### src/rtl/led_bank_arbiter.sv
// Round-robin arbiter that time-shares the LED bank among NREQ status sources.
// Define LED_ARB_HEARTBEAT_EN to blink the whole bank from a free-running counter when idle.
module led_bank_arbiter #(
    parameter int unsigned NREQ        = 4,
    parameter int unsigned WIDTH       = 10,
    parameter int unsigned HOLD_CYCLES = 50_000_000,
    parameter int unsigned HB_BITS     = 24,
    localparam int unsigned OWNER_W    = (NREQ > 2) ? $clog2(NREQ) : 1
) (
    input  logic                    clk,
    input  logic                    reset_n,
    input  logic [NREQ-1:0]         req,
    input  logic [NREQ*WIDTH-1:0]   pattern,
    output logic [NREQ-1:0]         grant,
    output logic [OWNER_W-1:0]      owner,
    output logic                    busy,
    output logic [WIDTH-1:0]        led
);

    localparam int unsigned HCNT_W = (HOLD_CYCLES > 1) ? $clog2(HOLD_CYCLES) : 1;
    localparam logic [HCNT_W-1:0] HOLD_LOAD = HCNT_W'(HOLD_CYCLES - 1);

    if (NREQ < 2 || HOLD_CYCLES < 1 || HB_BITS < 1) begin : g_bad_param
        $error("led_bank_arbiter: illegal parameter value");
    end

    typedef enum logic [0:0] {StIdle, StHold} state_e;

    state_e              state_q, state_d;
    logic [NREQ-1:0]     grant_q, grant_d;
    logic [OWNER_W-1:0]  owner_q, owner_d;
    logic [OWNER_W-1:0]  last_q, last_d;
    logic [HCNT_W-1:0]   hcnt_q, hcnt_d;
    logic [WIDTH-1:0]    led_q, led_d;
    logic [WIDTH-1:0]    idle_led;
    logic                win_found;
    logic [OWNER_W-1:0]  win_idx;
    logic                rearb;
    logic [WIDTH-1:0]    pat [NREQ];

    for (genvar g = 0; g < NREQ; g++) begin : g_pat
        assign pat[g] = pattern[g*WIDTH +: WIDTH];
    end

`ifdef LED_ARB_HEARTBEAT_EN
    logic [HB_BITS-1:0] hb_q, hb_d;

    assign hb_d = hb_q + HB_BITS'(1);
    // Use the incremented value so led tracks the counter MSB without an extra cycle of lag.
    assign idle_led = {WIDTH{hb_d[HB_BITS-1]}};

    always_ff @(posedge clk or negedge reset_n) begin
        if (!reset_n) hb_q <= '0;
        else          hb_q <= hb_d;
    end
`else
    assign idle_led = '0;
`endif

    // last always equals owner once a grant has been made, so one scan covers IDLE and HOLD.
    always_comb begin
        logic [OWNER_W-1:0] cand;
        cand      = '0;
        win_found = 1'b0;
        win_idx   = '0;
        for (int unsigned i = 1; i <= NREQ; i++) begin
            cand = OWNER_W'((32'(last_q) + i) % NREQ);
            if (!win_found && req[cand]) begin
                win_found = 1'b1;
                win_idx   = cand;
            end
        end
    end

    always_ff @(posedge clk or negedge reset_n) begin
        if (!reset_n) begin
            state_q <= StIdle;
            grant_q <= '0;
            owner_q <= '0;
            last_q  <= OWNER_W'(NREQ - 1);
            hcnt_q  <= '0;
            led_q   <= '0;
        end else begin
            state_q <= state_d;
            grant_q <= grant_d;
            owner_q <= owner_d;
            last_q  <= last_d;
            hcnt_q  <= hcnt_d;
            led_q   <= led_d;
        end
    end

    always_comb begin
        state_d = state_q;
        unique case (state_q)
            StIdle:  if (win_found) state_d = StHold;
            StHold:  if (hcnt_q == '0 && !win_found) state_d = StIdle;
            default: state_d = StIdle;
        endcase
    end

    always_comb begin
        grant_d = grant_q;
        owner_d = owner_q;
        last_d  = last_q;
        hcnt_d  = hcnt_q;
        led_d   = led_q;
        rearb   = 1'b0;
        unique case (state_q)
            StIdle: begin
                led_d = idle_led;
                rearb = 1'b1;
            end
            StHold: begin
                if (hcnt_q != '0) begin
                    hcnt_d = hcnt_q - HCNT_W'(1);
                    // A dropped request freezes the display but keeps the grant.
                    if (req[owner_q]) led_d = pat[owner_q];
                end else begin
                    rearb = 1'b1;
                end
            end
            default: ;
        endcase
        if (rearb) begin
            if (win_found) begin
                grant_d = NREQ'(1) << win_idx;
                owner_d = win_idx;
                last_d  = win_idx;
                hcnt_d  = HOLD_LOAD;
                led_d   = pat[win_idx];
            end else begin
                grant_d = '0;
                led_d   = idle_led;
            end
        end
    end

    assign grant = grant_q;
    assign owner = owner_q;
    assign busy  = |grant_q;
    assign led   = led_q;

endmodule

### config.mk
export PLATFORM = sky130hd
export DESIGN_NAME = led_bank_arbiter
export DESIGN_NICKNAME = d
export VERILOG_FILES = /design/src/rtl/led_bank_arbiter.sv
export SDC_FILE = /design/constraint.sdc
export NUM_CORES = 1
export LEC_CHECK = 0
export BUFFER_PORTS_ARGS = -buffer_cell sky130_fd_sc_hd__buf_4
export CAP_MARGIN = 0
export CORE_MARGIN = 3
export CORE_UTILIZATION = 55
export DETAILED_ROUTE_END_ITERATION = 7
export HOLD_SLACK_MARGIN = 0.1
export PLACE_DENSITY_LB_ADDON = 0.15
export SLEW_MARGIN = 20
export SYNTH_ARGS = -nofsm -noshare
export SYNTH_HDL_FRONTEND = slang
export SYNTH_SLANG_ARGS = --single-unit
export TNS_END_PERCENT = 50
### constraint.sdc
create_clock -name clk -period 5.25 [get_ports clk]
set_clock_uncertainty 0.2 [all_clocks]
set_input_delay 1.05 -clock clk [delete_from_list [all_inputs] [get_ports clk]]
set_output_delay 1.05 -clock clk [all_outputs]
set_load 0.01 [all_outputs]
; Word-level counts from Yosys, hierarchy flattened
; Cells that the tools add are included.
[word_totals]
regBits = 45
[classes]
n_eq_ne = 2
bitwise_logic = 3
n_lt_le_gt_ge = 7
n_addsub = 5
n_reduce_logical = 13
muxes = 39
shift = 1
[ops]
columns = operator, n
row1 = two-way mux 26 bit, 4
row2 = two-way mux 10 bit, 8
row3 = binary-select mux 10 bit (select 2 bit), 2
row4 = logical NOT 26 bit, 1
row5 = nonzero test 26 bit, 1
row6 = "subtractor 26 x 1 -> 26 bit, second input constant", 1
row7 = case mux 10 bit (2 select lines), 1
row8 = "less-than comparator 2 x 3 -> 1 bit, second input constant", 5
row9 = two-way mux 1 bit, 12
row10 = binary-select mux 1 bit (select 2 bit), 5
row11 = two-way mux 2 bit, 4
row12 = ">= comparator 3 bit, second input constant", 2
row13 = "!= test 3 x 1 -> 1 bit, second input constant", 2
row14 = inverter 2 -> 3 bit, 2
row15 = "adder 2 x 1 -> 2 bit, second input constant", 2
row16 = "adder 2 bit, second input constant", 2
row17 = logical AND 1 bit, 4
row18 = logical NOT 1 bit, 4
row19 = two-way mux 4 bit, 1
row20 = case mux 1 bit (2 select lines), 2
row21 = AND reduction 2 bit, 2
row22 = OR reduction 4 bit, 1
row23 = "<< shifter 1 x 2 -> 4 bit, first input constant", 1
row24 = inverter 1 bit, 1

; Depth between registers and ports, before layout
[logic_depth]
depth_word = 19
depth_mapped = 10
depth_no_buf = 8

; Worst setup path after synthesis
; Ideal clock, no wire load.
[synth_path]
path_kind = in2reg
from = input req[1]
to = register led_q[1], in the netlist led[1]
setup_time_ns = 0.110
setup_slack_ns = 2.021
t_arrival_ns = 2.919
t_required_ns = 4.940
stages = 6
path_cell_list = clkbuf_1 > nor4_1 > a31o_2 > clkbuf_1 > a221oi_1 > o41ai_1
[synth_between]
elab_chain_len = 18
elab_cells_between_ends = 32
classes_between = 1 x eq/ne / 23 x mux / 1 x bitwise / 7 x reduce/logical
[synth_rtl]
columns = element, line_no
row1 = start: declaration, 12  ; input logic [NREQ-1:0] req,
row2 = binary-select mux 1 bit (select 2 bit), 68  ; if (!win_found && req[cand]) begin
row3 = two-way mux 1 bit (not written as such), 68
row4 = two-way mux 1 bit, 68
row5 = logical NOT 1 bit, 68
row6 = logical AND 1 bit, 68
row7 = two-way mux 1 bit, 68
row8 = logical NOT 1 bit, 68
row9 = logical AND 1 bit, 68
row10 = two-way mux 1 bit, 68
row11 = logical NOT 1 bit, 68
row12 = logical AND 1 bit, 68
row13 = two-way mux 2 bit, 68
row14 = inverter 2 -> 3 bit (not written as such), 131  ; led_d = pat[win_idx];
row15 = binary-select mux 10 bit (select 2 bit), 131
row16 = two-way mux 10 bit (not written as such) (2 in series), 131
row17 = two-way mux 10 bit, 126  ; if (win_found) begin
row18 = two-way mux 10 bit, 125  ; if (rearb) begin
row19 = end signal: assignment, 89  ; led_q <= led_d;
row20 = end: declaration, 34  ; logic [WIDTH-1:0] led_q, led_d;
; Several ways; a longest one is shown, not always the timed one. The select of a mux whose other input is x is not followed.
; A chain may end at the register's enable or synchronous reset.

; Worst setup path in the final report
[layout_path]
from = register hcnt_q[8]
to = register hcnt_q[8]
[layout_between]
elab_chain_len = 5
elab_cells_between_ends = 8
classes_between = 1 x add/sub / 6 x mux / 1 x reduce/logical
[layout_rtl]
columns = element, line_no
row1 = start: declaration, 33  ; logic [HCNT_W-1:0] hcnt_q, hcnt_d;
row2 = start signal: assignment, 88  ; hcnt_q <= hcnt_d;
row3 = subtractor 26 x 1 -> 26 bit or nonzero test 26 bit (tied branches), "116, 115"
row4 = two-way mux 26 bit, 115  ; if (hcnt_q != '0) begin
row5 = two-way mux 26 bit, 109  ; unique case (state_q)
row6 = two-way mux 26 bit, 126
row7 = two-way mux 26 bit (*), 125
row8 = via hcnt_d[8], 33
; Mark *: on every way through the listed nets, which the timed path passes. The rest lies on a longest branch.

==> flow_summary.yaml <==
clocking:
  cts_tree: "done"
  clockBufferDepth: 2
  cts_resized: 0
  root_buffer: "clkbuf_8"
  postCtsSetupBuffers: 0
  hold_buffers: 0
  clkTransAtPathRegs_ns: 0.08
  cts.htree.levels: 2
  insertion_delay_ns: 0.31
  cts_buffers: 5
  clock-sinks: 45
run:
  max_cap_violations: 0
critical_path:
  rr_endpoint: "hcnt_q[8]"
  reg2reg_from: "hcnt_q[8]"
  rr_worst_depth: 6
  crit_arrival_ns: 3.39
  crit_path_start_kind: "register"
  criticalPathCategory: "reg -> reg"
  worst-path-max-fanout: 13
  crit_required_ns: 5.27
  r2r_setup_slack_ns: 1.88
  end_kind: "register"
route:
  drc: 0
  drtPass1Iterations: 4
  via_count: 2885
  routed_wl_um: 8401
  wl_per_cell_um: 18.92
  drtIter0Drc: 209
  routed_via_density: 6.498
  postRouteAntennaNets: 0
place:
  portBuffers: 62
  dp_hpwl_um: 5660
  dpl.cell_count: 436
  place_congestion: 0.8554
synth:
  synth_seq_cells: 45
  yosys_most_used_dff: "dfrtp_1"
  synth_cell_types: 51
  synth.top_cell.area_share_pct: 34.37
  synth_cells: 326
  yosysMostFrequentCell: "dfrtp_1"
  synth.avg_cell_area_um2: 9.603
  synth.area.top_cells: "dfrtp_1, mux4_2, o31ai_1"
  netlist_area_um2: 3131
  synthesis.nets: 374
  ys_warn_count: 0
  ys_top_cells_by_count: "dfrtp_1, nor2_1, nand2_1, o31ai_1, clkbuf_1"
  synth_top_area_cell: "dfrtp_1"
  seq_area_frac_synth_pct: 36.05
  synth-edff-count: 0
  synth_async_sr_flop_share_pct: 100.0
power_and_ir_drop:
  power_leakage_uw: 0.001502
  power-per-cell-area_nw_per_um2: 281.2
  peakVddDrop_v: 0.0001953
  total_power_uw: 1047
worst_hold_path:
  hp-class: "reg -> reg"
  hold_path.startpoint: "hcnt_q[21]"
  min_delay_worst_endpoint: "hcnt_q[21]"
  hold_path_depth: 1
finish:
  final_layout_size_suffix_gt1_share_pct: 31.28
  post-route-util_pct: 70.22
  final_nets: 421
  instances_no_fill: 444
  area_growth_pct: 18.94
  antenna_cells: 0
sta:
  fin_setup_tns_ns: 0
  finalMaxSlewViolations: 0
  max_freq_mhz: 296.4
  rsz0062_at_grt: "false"
  finalCritPeriodShare_pct: 64.26
  slew-limit-headroom_pct: 33.76
  worst_pin_slew_ns: 0.9900
  fin_crit_ns: 3.373
  hold_violations: 0
  setup_viol: 0
outcome:
  status: "completed"
global_route:
  grt_pass1_wl_um: 13230
  grt_pass1_vias: 2630
  grt_overflow_total: 0
  grt_start_max_net_pins: 46
  grt_antenna_before_repair: 0
  gr-usage-all-layers_pct: 26.07
floorplan:
  core_um2: 5303
  ios: 63
  row_count: 26
  die_w_um: 81.45
  start_util_pct: 59.04
  dieArea_um2: 6633
  chipHeight_um: 81.45
[through the flow]
stage | instance area [um^2] | hold WS, ns | setup WS (ns)
finish | 3724 | 0.3092 | 1.877
global placement | 3602 | 0.2814 | 2.020
global route | 3724 | 0.3359 | 1.664
detailed placement | 3602 | 0.2827 | 1.979
floorplan | 3131 | 0.2524 | 2.021
CTS | 3717 | 0.3029 | 1.945
[cells in the final DEF (no fill, tap or decap), drive strengths merged, types with 5 or more instances in the layout]
| cell | synthesis | layout |
|---|---|---|
| buf | 9 | 65 |
| dfrtp | 43 | 43 |
| nor2 | 27 | 27 |
| nand2 | 23 | 23 |
| o31ai | 19 | 19 |
| a21oi | 15 | 15 |
| o41ai | 14 | 14 |
| nand2b | 12 | 12 |
| mux2 | 12 | 12 |
| o21ai | 11 | 11 |
| mux4 | 11 | 11 |
| nor3 | 10 | 10 |
| nor2b | 10 | 10 |
| a221oi | 10 | 10 |
| inv | 8 | 8 |
| nand3 | 6 | 6 |
| or3 | 6 | 6 |
| nor4 | 6 | 6 |
| or4 | 6 | 6 |
| mux2i | 5 | 5 |
| a21o | 5 | 5 |
| clkbuf | 16 | 5 |
| or2 | 5 | 5 |
[sequential cells by signal (all words and copies together), names as in the netlist]
signal	cells
grant	4
hcnt_q	26
last_q	2
led	10
owner	2
state_q	1
[area by class of cell]
cell class                 count  area (um^2)
multi-input combinational    248         1874
fill                         446         1579
sequential                    45         1129
timing repair buffer          65        488.0
tap                           70        87.58
clock buffer                   5        68.82
clock inverter                 3        46.29
inverter                       8        30.03
[critical path, cell delays in order (launching register included)]
cell and delay [ns]:
dfrtp_1 0.45, or4_4 0.59, or3_1 0.50, o31a_1 0.36, nor2_1 0.75, inv_1 0.20, a31oi_1 0.24
[power by group]
part	leakage, uW	total [uW]	internal (uW)	switching [uW]
Clock	0.0000543	269	143	127
Sequential	0.000474	465	400	64.8
Combinational	0.000974	313	167	146
Total	0.00150	1050	710	337
[worst max path at each step]
stage / from / end / slack [ns]
after floorplan: req[1] / led[1] / 2.02
after global placement: hcnt_q[8] / hcnt_q[4] / 2.02
after detailed placement: hcnt_q[8] / hcnt_q[4] / 1.98
after CTS: hcnt_q[8] / hcnt_q[8] / 1.95
after global routing: hcnt_q[0] / hcnt_q[8] / 1.66
final: hcnt_q[8] / hcnt_q[8] / 1.88
[kinds of logic after synthesis]
kind of cell / after synthesis / synth area share, %
muxes: 28 / 13.83
adders and majority gates: 2 / 0.7992
xor gates and xnor gates: 2 / 0.5597
buffers and inverters: 33 / 4.476
DFF: 45 / 36.05
AOI/OAI and AO/OA: 98 / 24.46
and+or+nand+nor: 118 / 19.82
[per-layer routing]
metal	vias to the layer above	track usage (%)	share of wire, %
met5	-	0	0
met4	0	4.899	0.46
met2	97	39.41	49
li1	1345	-	-
met1	1438	38.73	45
met3	5	5.811	5.6
No activity file was read; power rests on OpenSTA's default activity.
